--- config.mk ---
export PLATFORM = sky130hd
export DESIGN_NAME = pwm_multi_driver
export DESIGN_NICKNAME = d
export VERILOG_FILES = /design/src/rtl/pwm_pkg.sv /design/src/rtl/pwm_prescaler.sv /design/src/rtl/pwm_multi_driver.sv
export SDC_FILE = /design/constraint.sdc
export NUM_CORES = 1
export LEC_CHECK = 0
export BUFFER_PORTS_ARGS = -buffer_cell sky130_fd_sc_hd__buf_2
export CORE_ASPECT_RATIO = 1.75
export CORE_MARGIN = 5
export CORE_UTILIZATION = 40
export CTS_CLUSTER_SIZE = 10
export DETAILED_ROUTE_END_ITERATION = 16
export PLACE_DENSITY = 0.56
export SLEW_MARGIN = 40
export SYNTH_ARGS = -nofsm -noshare
export SYNTH_HDL_FRONTEND = slang
export SYNTH_HIERARCHICAL = 1
export SYNTH_SLANG_ARGS = --single-unit
--- constraint.sdc ---
create_clock -name i_clk -period 4.08 [get_ports i_clk]
set_input_delay 0.816 -clock i_clk [delete_from_list [all_inputs] [get_ports i_clk]]
set_output_delay 0.816 -clock i_clk [all_outputs]
set_load 0.005 [all_outputs]
--- src/rtl/pwm_pkg.sv ---
// Shared definitions for the multi-channel PWM driver: default widths and
// small elaboration-time helpers used by the top and its prescaler.
package pwm_pkg;

  localparam int PWM_CNT_W_DEFAULT = 13;

  // Saturate a requested duty to the full-on value of a frame.
  function automatic int unsigned duty_clamp(input int unsigned duty,
                                             input int unsigned limit);
    return (duty > limit) ? limit : duty;
  endfunction

  function automatic int ch_idx_w(input int channels);
    return (channels > 1) ? $clog2(channels) : 1;
  endfunction

endpackage

--- src/rtl/pwm_prescaler.sv ---
// Divides i_clk into a one-cycle tick strobe every PRESCALE cycles; the
// count is held at zero while disabled so a re-enable restarts a full period.
module pwm_prescaler
  import pwm_pkg::*;
#(
  parameter int PRESCALE = 1000,
  localparam int PW = $clog2(PRESCALE)
) (
  input  logic i_clk,
  input  logic i_rst,
  input  logic i_enable,
  output logic o_tick
);

  localparam logic [PW-1:0] PRESC_LAST = PW'(PRESCALE - 1);

  logic [PW-1:0] presc;

  // NOTE: sequential state is always written with <= so every flop samples
  // the pre-edge values of the others, independent of statement order.
  always_ff @(posedge i_clk) begin
    if (i_rst || !i_enable) begin
      presc <= '0;
    end else if (presc == PRESC_LAST) begin
      presc <= '0;
    end else begin
      presc <= presc + 1'b1;
    end
  end

  assign o_tick = i_enable && (presc == PRESC_LAST);

endmodule

--- src/rtl/pwm_multi_driver.sv ---
// Multi-channel PWM generator: one prescaler and frame counter shared by
// CHANNELS comparators with double-buffered duties committed at frame end.
module pwm_multi_driver
  import pwm_pkg::*;
#(
  parameter int CHANNELS = 4,
  parameter int CNT_W    = PWM_CNT_W_DEFAULT,
  parameter int PRESCALE = 1000,
  parameter int PERIOD   = 2000,
  parameter int DUTY_RST = 50,
  parameter bit INVERT   = 1'b0,
  localparam int CH_W    = ch_idx_w(CHANNELS)
) (
  input  logic                i_clk,
  input  logic                i_rst,
  input  logic                i_enable,
  input  logic                i_wr_valid,
  output logic                o_wr_ready,
  input  logic [CH_W-1:0]     i_wr_ch,
  input  logic [CNT_W-1:0]    i_wr_duty,
  output logic [CHANNELS-1:0] o_signal,
  output logic                o_frame_start
);

  localparam logic [CNT_W-1:0] CNT_LAST  = CNT_W'(PERIOD);
  localparam logic [CNT_W-1:0] DUTY_INIT = CNT_W'(duty_clamp(DUTY_RST, PERIOD + 1));

  logic                tick;
  logic                commit;
  logic                wr_accept;
  logic [CNT_W-1:0]    cnt;
  logic [CNT_W-1:0]    wr_duty_sat;
  logic [CHANNELS-1:0] cmp;

  pwm_prescaler #(
    .PRESCALE (PRESCALE)
  ) u_prescaler (
    .i_clk    (i_clk),
    .i_rst    (i_rst),
    .i_enable (i_enable),
    .o_tick   (tick)
  );

  // Ready drops only in the commit cycle, so a shadow write never lands in
  // the same edge that copies shadows into the active registers.
  assign commit      = tick && (cnt == CNT_LAST);
  assign o_wr_ready  = !commit && !i_rst;
  assign wr_accept   = i_wr_valid && o_wr_ready;
  assign wr_duty_sat = CNT_W'(duty_clamp(32'(i_wr_duty), PERIOD + 1));

  always_ff @(posedge i_clk) begin
    if (i_rst || !i_enable) begin
      cnt <= '0;
    end else if (tick) begin
      cnt <= (cnt == CNT_LAST) ? '0 : cnt + 1'b1;
    end
  end

  always_ff @(posedge i_clk) begin
    if (i_rst) begin
      o_frame_start <= 1'b0;
    end else begin
      o_frame_start <= commit;
    end
  end

  for (genvar k = 0; k < CHANNELS; k++) begin : g_ch
    logic [CNT_W-1:0] duty_shd;
    logic [CNT_W-1:0] duty_act;
    logic             ch_hit;

    // Out-of-range channel indices match no k and are silently dropped.
    assign ch_hit = wr_accept && (i_wr_ch == CH_W'(k));

    always_ff @(posedge i_clk) begin
      if (i_rst) begin
        duty_shd <= DUTY_INIT;
      end else if (ch_hit) begin
        duty_shd <= wr_duty_sat;
      end
    end

    // While stopped the active copy tracks the shadow, so a restart begins
    // with the most recently written duty.
    always_ff @(posedge i_clk) begin
      if (i_rst) begin
        duty_act <= DUTY_INIT;
      end else if (!i_enable || commit) begin
        duty_act <= duty_shd;
      end
    end

    assign cmp[k] = (cnt < duty_act);
  end

  always_ff @(posedge i_clk) begin
    if (i_rst || !i_enable) begin
      o_signal <= {CHANNELS{INVERT}};
    end else begin
      o_signal <= cmp ^ {CHANNELS{INVERT}};
    end
  end

endmodule

# == After elaboration in Yosys (flattened, before gate mapping) ==
# Index checks and enable logic that the tools add are counted.
# totals
ff_bits,132
in_bits,19
output_inout_bits,6
elab_cells,41
# op_classes
addsub,2
n_lt_le_gt_ge,5
n_eq_ne,5
n_mux,2
n_reduce_logical,15
# ops
operator,count
less-than comparator 13 bit,4
two-way mux 13 bit,2
"adder 13 x 1 -> 13 bit, second input constant",1
"equality test 13 x 11 -> 1 bit, second input constant",1
"greater-than comparator 13 x 11 -> 1 bit, second input constant",1
"adder 10 x 1 -> 10 bit, second input constant",1
"equality test 10 bit, second input constant",1
logical AND 1 bit,8
"equality test 2 bit, second input constant",2
logical NOT 1 bit,3
"equality test 2 x 1 -> 1 bit, second input constant",1
logical NOT 2 bit,1
logical OR 1 bit,2
OR reduction 2 bit,1

# == Logic depth before layout (Yosys ltp) ==
# Gate-level depths: netlist (run 1).
# depth
word_depth,7
depth_mapped,12
ltp_nobuf,9

# == Hierarchy ==
# Netlist (run 1), hierarchy kept.
# by_module_without_submodules
mod,n_inst,cells_per_inst,area_each_um2,seq_area_each_um2
pwm_multi_driver,1,662,5659.2,2442.3
pwm_prescaler,1,52,460.4,200.2

# == Least setup slack after synthesis (run 1) ==
# OpenSTA, ideal clock, no wires.
# synth_path
path_kind,input -> output
startpoint,input port i_enable
endpoint,output port o_wr_ready
arrival_ns,1.807
t_required_ns,3.264
path_slack_ns,1.457
path_stages,7
path_buffers,2
cell_sequence,inv_1 > nor3_1 > buf_6 > nor4bb_4 > and4_4 > buf_6 > nor2_1
# synth_via
elab_chain_len,4
# synth_lines
element,line,rtl
"start, declared",pwm_multi_driver.sv:16,"input logic i_enable,"
logical AND 1 bit,pwm_prescaler.sv:31,assign o_tick = i_enable && (presc == PRESC_LAST);
via tick,pwm_multi_driver.sv:28,logic tick;
logical AND 1 bit,pwm_multi_driver.sv:46,assign commit = tick && (cnt == CNT_LAST);
logical NOT 1 bit,pwm_multi_driver.sv:47,assign o_wr_ready = !commit && !i_rst;
logical AND 1 bit,pwm_multi_driver.sv:47,
"end, declared",pwm_multi_driver.sv:18,"output logic o_wr_ready,"
# The timed path passes the listed nets, and every way through them passes these cells.

# == Worst setup path after layout (run 1) ==
# layout_path
startpoint,register u_prescaler.presc[0]
endpoint,output port o_wr_ready
# layout_via
elab_chain_len,5
# layout_lines
element,line,rtl
"start, declared",pwm_prescaler.sv:17,logic [PW-1:0] presc;
"start signal, assigned",pwm_prescaler.sv:27,presc <= presc + 1'b1;
equality test 10 bit,pwm_prescaler.sv:31,
logical AND 1 bit,pwm_prescaler.sv:31,
via tick,pwm_multi_driver.sv:28,
logical AND 1 bit,pwm_multi_driver.sv:46,
logical NOT 1 bit,pwm_multi_driver.sv:47,
logical AND 1 bit,pwm_multi_driver.sv:47,
# The timed path passes the listed nets, and every way through them passes these cells.

==> results.tsv, run 1 <==
metric	value	unit
hold slack	452	ps
final core occ	0.462	
gr ovfl total	0	
slowest cell delay on critical path	360	ps
power share of the clock group	0.509	
Syn Inst Count	714	
Max clock buf depth	2	
FFs w/ async S/R, synth	0	
Avg WL per Cell	16.2	um
die width	104	um
Via density	5.32	
first-pass GRT wire length	24400	um
# diodes	0	
WP data required	3260	ps
fmax	295	MHz
drt initial violations	278	
Synth Cell Area	6120	um2
Final Skew	11.1	ps
status	finished clean	
pin count of the biggest net entering global routing	87	
Pins Over Slew Limit	0	
Avg Cell Area, Syn	8.57	um2
Final Hold Viols	0	
Detailed Route WL	15000	um
Max Cap Viol	0	
Buffers & Inverters on Critical Path	2	
CP max-delay cell	dfxtp_1	
Tmin final	3390	ps
CTS root buffer	clkbuf_16	
Yosys warning count	6	
P_leak	2.71	nW
# setup viols final	0	
via count	4923	
unrepaired setup endpoints after global routing	false	
NetSw	0.732	mW
Num CTS Buffers	17	
htree depth	4	
post_cts resized	0	
clock slew at the register clock pins of the worst setup and hold paths	60	ps
sequential area share after synthesis	0.432	
Net Sw Frac	0.243	
Int Power	2.28	mW
Tot GR Track Use	0.169	
Die Ht	174	um
Placer Congestion	0.805	
share of cells above drive strength 1	0.106	
core area	15000	um2
number of global-route vias before repair	4873	
Slew headroom	0.519	
DRT antenna net count	0	
Netlist cell types	48	
CTS tree	done	
CP top delay family	simple AND/OR/NAND/NOR gates	
crit start category	register	
critical path arrival	2580	ps
Worst VDD drop	0.000315	V
Post-CTS Setup Bufs	0	
predominant post-synthesis flop cell	dfxtp_1	
Seq cells post-synth	132	
Post-synth EDFFs	0	
Flop pwr share	0.441	
DRC	0	
initial antenna violation count	0	
CP endpoint kind	primary output	
placement row count	59	
combinational group share of total power	0.050	
Starting Density	0.408	
top post-synthesis cells by area	dfxtp_1 (43%), ha_1 (10%), nand2_1 (8.2%)	
total design power	3.01	mW
syn_nets	784	
# clock sinks	132	
area grow syn2layout	13.2	%
hpwl dp	10700	um
Post-CTS Hold Fix Bufs	0	
num ports	25	
nets	800	
area share of the largest cell type after synthesis	0.432	
first drt pass iteration count	5	
Setup Total Neg Slack	0	ps
Hold Path Class	register to register	
CP cell instances	ha_1, and4bb_1, nand2_1, nor3_1, buf_4, nor4bb_4, and4_4, nor2_1, buf_2	
# port buffers	24	
Die ar.	18000	um2
Critical Setup Path Class	register to primary output	
worst skew pair latency	420	ps
PD cells	435	nW/um2
Worst Path Max Fanout	7	
crit share post-route	0.832	
worst slew pin tran	716	ps
Synth area leader	dfxtp_1	
==> power groups by stage <==
stage | clock [mW] | sequential, mW | combinational (mW)
2_1_floorplan | 0 | 1.35 | 0.102
3_3_place_gp | 0 | 1.36 | 0.147
3_5_place_dp | 0 | 1.36 | 0.151
4_1_cts | 1.55 | 1.33 | 0.152
5_1_grt | 1.63 | 1.33 | 0.169
6_report | 1.53 | 1.33 | 0.151
==> per-layer routing <==
metal / vias up / global-route usage / wire [um]
li1: 2476 / - / -
met1: 2338 / 0.193 / 6490
met2: 83 / 0.296 / 7660
met3: 26 / 0.0335 / 402
met4: 0 / 0.0837 / 476
met5: - / 0 / 0
==> placed cells by master, fill, tap and decap left out, drive strengths merged, types with 6 or more instances in the layout <==
cell type  instances
ha                51
xor2               9
o21ai             16
a31oi              6
nand3b            12
inv               59
a211oi            31
nor3b              8
nand3             24
a21oi             71
buf               31
clkbuf            17
a21o              11
nand2            133
nor3              15
nand2b             6
nor2              52
nand4              9
xnor2              8
dfxtp            132
==> path summary, 6_finish.rpt <==
check | slack [ps] | depth (start not counted) | end | from
max | 690 | 9 | o_wr_ready | u_prescaler/presc[0]
min | 450 | 2 | g_ch[1].duty_act[7] | g_ch[1].duty_act[7]
max reg2reg | 1040 | 11 | g_ch[1].duty_act[10] | u_prescaler/presc[0]
min reg2reg | 450 | 2 | g_ch[1].duty_act[7] | g_ch[1].duty_act[7]
==> state kept, by name, indices dropped and copies added, names as in the netlist <==
signal and flops:
g_ch.duty_act 52, o_frame_start 1, g_ch.duty_shd 52, cnt 13
o_signal 4, u_prescaler/presc 10
==> through the flow <==
step	instances	instance area, um2	setup WS (ps)
3_3_place_gp	893	6310	1100
4_1_cts	926	6920	679
6_report	926	6930	687
3_5_place_dp	894	6330	1070
5_1_grt	926	6930	520
2_1_floorplan	714	6120	1460
==> kinds of logic (layout without fill, tap and decap cells) <==
kind of cell / Yosys count / count (layout) / synth area share
buffers and inverters: 87 / 116 / 0.0667
multiplexers: 1 / 1 / 0.00164
XOR/XNOR: 17 / 17 / 0.0243
AND/OR/NAND/NOR: 281 / 281 / 0.227
flip-flops: 132 / 132 / 0.432
AO/OA/AOI/OAI: 145 / 145 / 0.145
adder cells (fa/ha/maj): 51 / 51 / 0.104
==> layout make-up <==
class                      count  area (um2)
tap                          183         229
timing repair buffer          31         183
fill                        1478        8060
clock buffer                  17         425
clock inverter                15         170
inverter                      53         199
multi-input combinational    495        3080
sequential                   132        2640
==> synthesized netlist by cell type (2+ instances only) <==
cell type      instances
xnor2_1                8
nor3b_1                7
nor3_1                14
xor2_1                 9
a31oi_1                6
nand3b_1              12
nor2_1                52
a211oi_1              31
a21o_1                11
dlygate4sd1_1          2
nor4b_4                2
buf_2                  5
ha_1                  51
inv_1                 53
o2111ai_1              4
nor2b_1                5
nand2_1              133
nand2b_1               5
nand4b_1               2
nand3_1               23
clkbuf_8               2
nand4_1                9
a21oi_2                2
buf_6                  6
clkbuf_1              18
and2_1                 3
dfxtp_1              132
o21ai_0               16
a21oi_1               69
and3_1                 2
or3_1                  3
==> worst min-delay path, stage by stage (launching register included) <==
cell     delay (ps)
dfxtp_1         310
nand2_1          50
a21oi_1          50
(Power assumes the default switching activity.)
==> run 2: changes to the inputs <==
- PLACE_DENSITY: 0.56 -> 0.58
- clock period: 4.08 -> 2.7 ns (I/O delays scaled with it)
==> results.tsv, run 2 (synthesis results as in run 1) <==
metric	value	unit	change
r2r setup slk	280	ps	was 1040 ps
die width	104	um	unchanged
CTS tree	done		unchanged
met2 Use GR	0.309		was 0.296
most frequent cells in the layout	nand2_1 (132), dfxtp_1 (129), a21oi_1 (69)		was nand2_1 (133), dfxtp_1 (132), a21oi_1 (69)
core area	15000	um2	unchanged
PD cells	620	nW/um2	was 435 nW/um2
# clock sinks	132		unchanged
Pins Over Slew Limit	0		unchanged
crit start category	register		unchanged
most common cell after layout, fill and taps aside	nand2_1		unchanged
Num CTS Buffers	17		unchanged
Hold Path Class	primary input to register		was register to register
share of cells above drive strength 1	0.133		was 0.106
worst skew pair latency	410	ps	was 420 ps
Critical Setup Path Class	register to primary output		unchanged
CP max-delay cell	dfxtp_2		was dfxtp_1
Worst VDD drop	0.000419	V	was 0.000315 V
Crit. path cell count	8		was 9
Post-CTS Hold Fix Bufs	0		unchanged
# setup viols final	0		unchanged
CP endpoint kind	primary output		unchanged
CP top delay family	simple AND/OR/NAND/NOR gates		unchanged
P_leak	2.79	nW	was 2.71 nW
GR Layer Usage met1	0.195		was 0.193
unrepaired setup endpoints after global routing	true		was false
slowest cell delay on critical path	350	ps	was 360 ps
Avg WL per Cell	15.9	um	was 16.2 um
first drt pass iteration count	4		was 5
Tot GR Track Use	0.170		was 0.169
first-pass GRT wire length	24700	um	was 24400 um
number of global-route vias before repair	4840		was 4873
nets	817		was 800
Worst Path Max Fanout	2		was 7
R2R depth	12		was 11
GR peak layer	met2		unchanged
gr ovfl total	0		unchanged
Post-DP Area	6380	um2	was 6330 um2
area grow syn2layout	15.2	%	was 13.2%
Max Cap Viol	0		unchanged
Starting Density	0.408		unchanged
initial antenna violation count	0		unchanged
Buffers & Inverters on Critical Path	1		was 2
htree depth	4		unchanged
pin count of the biggest net entering global routing	57		was 87
Global Route met3 Usage	0.0332		was 0.0335
Hold Path Depth	3		was 2
fmax	383	MHz	
Max clock buf depth	2		unchanged
Slew headroom	0.490		was 0.519
status	finished clean		unchanged
Placer Congestion	0.803		was 0.805
hpwl dp	10600	um	was 10700 um
CTS root buffer	clkbuf_16		unchanged
Tmin final	2610	ps	
hold slack	447	ps	was 452 ps
# diodes	0		unchanged
via count	4935		was 4923
drt initial violations	188		was 278
num ports	25		unchanged
Final Hold Viols	0		unchanged
DRT antenna net count	0		unchanged
crit share post-route	0.967		
Final Skew	6.30	ps	was 11.1 ps
Die Ht	174	um	unchanged
Via density	5.23		was 5.32
worst slew pin tran	759	ps	was 716 ps
CP cell instances	ha_4, and4bb_1, nand2_2, nor3_4, nor4bb_4, and4_4, nor2_4, buf_2		was ha_1, and4bb_1, nand2_1, nor3_1, buf_4, nor4bb_4, and4_4, nor2_1, buf_2
placement row count	59		unchanged
Top Registers	g_ch.duty_act x52, g_ch.duty_shd x52, cnt x13		unchanged
WP data required	2160	ps	was 3260 ps
Detailed Route WL	15000	um	about the same
DRC	0		unchanged
Die ar.	18000	um2	unchanged
clock slew at the register clock pins of the worst setup and hold paths	60	ps	about the same
critical path arrival	2070	ps	was 2580 ps
Final Cell Area	7050	um2	was 6930 um2
# port buffers	24		unchanged
-- run 2: cell types whose count changed in the layout (fill, tap and decap cells not counted), sizes merged --
cell / delta
buf: +17
bufinv: -2
clkbuf: +2
clkinvlp: +2
inv: -2
-- run 2: routing by layer --
metal / share of wire / vias to the layer above
met1: 0.42 / 2319
met3: 0.032 / 18
met5: 0 / -
met4: 0.017 / 0
met2: 0.53 / 95
li1: - / 2503
-- run 2: cell type report --
class / count / area [um2]
inverter: 53 / 199
clock inverter: 13 / 101
fill: 1480 / 7930
clock buffer: 19 / 453
multi-input combinational: 495 / 3110
timing repair buffer: 48 / 315
sequential: 132 / 2650
tap: 183 / 229
-- run 2: final timing paths --
path                         from             endpoint
max          u_prescaler/presc[0]           o_wr_ready
min                  i_wr_duty[3]  g_ch[3].duty_shd[3]
max reg2reg  u_prescaler/presc[0]  g_ch[2].duty_act[9]
min reg2reg   g_ch[0].duty_act[2]  g_ch[0].duty_act[2]
-- run 2: power by group --
| group | switching [mW] | total (mW) | internal [mW] |
|---|---|---|---|
| sequential | 0.0199 | 2.01 | 1.99 |
| clock | 0.900 | 2.13 | 1.23 |
| combinational | 0.152 | 0.230 | 0.0775 |
-- run 2: what timing repair did --
action / 4_1_cts / 5_1_grt
resized for setup: 6 / 4
hold endpoints to repair: 0 / 0
pin swaps: 4 / 5
buffers inserted: 7 / 3
endpoints found under the setup margin: 1 / 77
-- run 2: per-stage QoR --
step                utilization  instances  setup slack (ps)  TNS (ps)  total power [mW]
finish                    0.471        943              90.4         0              4.37
global route              0.471        943             -21.0     -21.0              4.54
CTS                       0.468        940              3.93         0              4.41
detailed placement        0.426        901              21.5         0              2.28
global placement          0.426        901               117         0              2.27
floorplan                     -        714               247         0              2.20
-- run 2: worst reg2reg max path, cell delays in order, from the launching register on --
cell	delay (ps)
dfxtp_2	350
ha_4	130
and4bb_1	230
nand2_2	90
nor3_4	130
nor4bb_4	240
buf_4	150
nand4_1	90
buf_4	190
and2_1	150
buf_4	310
nand2_1	160
a21oi_1	70
==> run 3: changes to the inputs <==
- PLACE_DENSITY: 0.58 -> 0.56
- clock period: 2.7 -> 2.9 ns (I/O delays scaled with it)
==> results.tsv, run 3 (synthesis results as in run 1) <==
metric	value	unit	change
status	finished clean		unchanged
placement row count	59		unchanged
Top Registers	g_ch.duty_act x52, g_ch.duty_shd x52, cnt x13		unchanged
num ports	25		unchanged
# clock sinks	132		unchanged
most frequent cells in the layout	nand2_1 (132), dfxtp_1 (130), a21oi_1 (69)		was nand2_1 (132), dfxtp_1 (129), a21oi_1 (69)
Via density	5.24		was 5.23
initial antenna violation count	0		unchanged
number of global-route vias before repair	4964		was 4840
PD cells	608	nW/um2	was 620 nW/um2
most common cell after layout, fill and taps aside	nand2_1		unchanged
nets	810		was 817
worst skew pair latency	410	ps	about the same
Detailed Route WL	15000	um	about the same
CP cell instances	ha_4, and4bb_1, nand2_2, nor3_4, nor4bb_4, and4_4, nor2_1, buf_2		was ha_4, and4bb_1, nand2_2, nor3_4, nor4bb_4, and4_4, nor2_4, buf_2
origin of the critical flop-to-flop path	u_prescaler/presc[1]		was u_prescaler/presc[0]
die width	104	um	unchanged
# diodes	0		unchanged
Placer Congestion	0.817		was 0.803
# port buffers	24		unchanged
Reg2Reg Capture Point	cnt[12]		was g_ch[2].duty_act[9]
CP endpoint kind	primary output		unchanged
Slew headroom	0.480		was 0.490
critical path arrival	2200	ps	was 2070 ps
first drt pass iteration count	4		unchanged
Storage cell area	2650	um2	about the same
gr ovfl total	0		unchanged
hold endpoint	u_prescaler/presc[0]		was g_ch[3].duty_shd[3]
placed insts	899		was 901
Final Skew	8.19	ps	was 6.30 ps
P_leak	2.78	nW	was 2.79 nW
Die Ht	174	um	unchanged
fillers	1522		was 1480
hpwl dp	10600	um	about the same
Final Cell Area	7060	um2	was 7050 um2
fmax	360	MHz	
hold path start	u_prescaler/presc[0]		was i_wr_duty[3]
first-pass GRT wire length	25100	um	was 24700 um
via count	4905		was 4935
Starting Density	0.408		unchanged
Critical Setup Path Class	register to primary output		unchanged
Die ar.	18000	um2	unchanged
Post-CTS Hold Fix Bufs	0		unchanged
Setup Total Neg Slack	0	ps	unchanged
CP max-delay cell	dfxtp_2		unchanged
area grow syn2layout	15.4	%	was 15.2%
share of cells above drive strength 1	0.121		was 0.133
final core occ	0.471		about the same
DRT antenna net count	0		unchanged
r2r setup slk	440	ps	was 280 ps
total design power	4.29	mW	was 4.37 mW
clock slew at the register clock pins of the worst setup and hold paths	60	ps	about the same
DRC	0		unchanged
htree depth	4		unchanged
slowest cell delay on critical path	350	ps	about the same
Hold Path Class	register to register		was primary input to register
crit start category	register		unchanged
crit share post-route	0.959		
Hold Path Depth	1		was 3
Tot GR Track Use	0.171		was 0.170
Max Cap Viol	0		unchanged
CTS root buffer	clkbuf_16		unchanged
Buffers & Inverters on Critical Path	1		unchanged
Tmin final	2780	ps	
Num CTS Buffers	17		unchanged
drt initial violations	233		was 188
Post-DP Area	6380	um2	about the same
CP top delay family	simple AND/OR/NAND/NOR gates		unchanged
Final Hold Viols	0		unchanged
Worst VDD drop	0.000410	V	was 0.000419 V
core area	15000	um2	unchanged
Avg WL per Cell	16.0	um	was 15.9 um
Worst Path Max Fanout	3		was 2
Pins Over Slew Limit	0		unchanged
Finished Layout Cells	936		was 943
CTS tree	done		unchanged
Max clock buf depth	2		unchanged
pin count of the biggest net entering global routing	60		was 57
area of the multi-input gates	3100	um2	was 3110 um2
# setup viols final	0		unchanged
R2R depth	11		was 12
WP data required	2320	ps	was 2160 ps
worst slew pin tran	774	ps	was 759 ps
[run 3: cell types whose count changed in the layout (fill, tap and decap cells not counted), moves of 2 or more]
cell | previous run | this run
buf_4 | 24 | 16
bufinv_16 | 0 | 3
clkbuf_1 | 0 | 2
clkbuf_8 | 2 | 0
clkinv_2 | 2 | 0
clkinvlp_4 | 6 | 4
dfxtp_2 | 3 | 1
[run 3: per-stage QoR]
stage | setup WS, ps | hold WS, ps
2_1_floorplan | 447 | 418
3_3_place_gp | 345 | 431
3_5_place_dp | 262 | 443
4_1_cts | 10.1 | 453
5_1_grt | -1.95 | 458
6_report | 119 | 436
[run 3: layout make-up]
type | count | area share
clock buffers | 19 | 0.0613
clock inverters | 13 | 0.0248
inverters | 53 | 0.0282
multi-input cells | 495 | 0.439
flip-flops and latches | 132 | 0.375
well taps | 183 | 0.0324
repair buffers | 41 | 0.0390
[run 3: worst register-to-register path, delay by kind of cell, from the launching register on]
family / cells / cell delay [ps]
buffers and inverters: 2 / 280
adder cells (fa/ha/maj): 1 / 140
XOR/XNOR: 1 / 170
AND/OR/NAND/NOR: 7 / 1430
flip-flops: 1 / 350
[run 3: routing by layer]
| layer | vias to the layer above | wire, um | global-route usage |
|---|---|---|---|
| li1 | 2483 | - | - |
| met1 | 2307 | 6520 | 0.208 |
| met2 | 89 | 7740 | 0.298 |
| met3 | 26 | 419 | 0.0309 |
| met4 | 0 | 342 | 0.0629 |
| met5 | - | 0 | 0 |
[run 3: what timing repair did]
item	in CTS	in global routing
pin swaps	1	4
setup endpoints to repair	1	1
gates resized for setup	1	7
setup buffers	1	4
cloned	0	0
endpoints found under the hold margin	0	0
[run 3: worst max-delay path by stage]
stage / slack (ps) / from / endpoint / depth (start not counted)
after floorplan: 450 / u_prescaler/presc[0] / g_ch[0].duty_act[1] / 12
after global placement: 350 / u_prescaler/presc[0] / o_wr_ready / 8
after detailed placement: 260 / u_prescaler/presc[0] / o_wr_ready / 8
after CTS: 10 / u_prescaler/presc[0] / o_wr_ready / 8
after global routing: -2 / u_prescaler/presc[1] / o_wr_ready / 8
final: 120 / u_prescaler/presc[1] / o_wr_ready / 8
[run 3: report_power, final]
group	leakage, nW	internal, mW	switching, mW
registers	1.07	1.85	0.0188
clock network	0.283	1.37	0.838
logic	1.43	0.0737	0.142
total	2.78	3.29	0.999
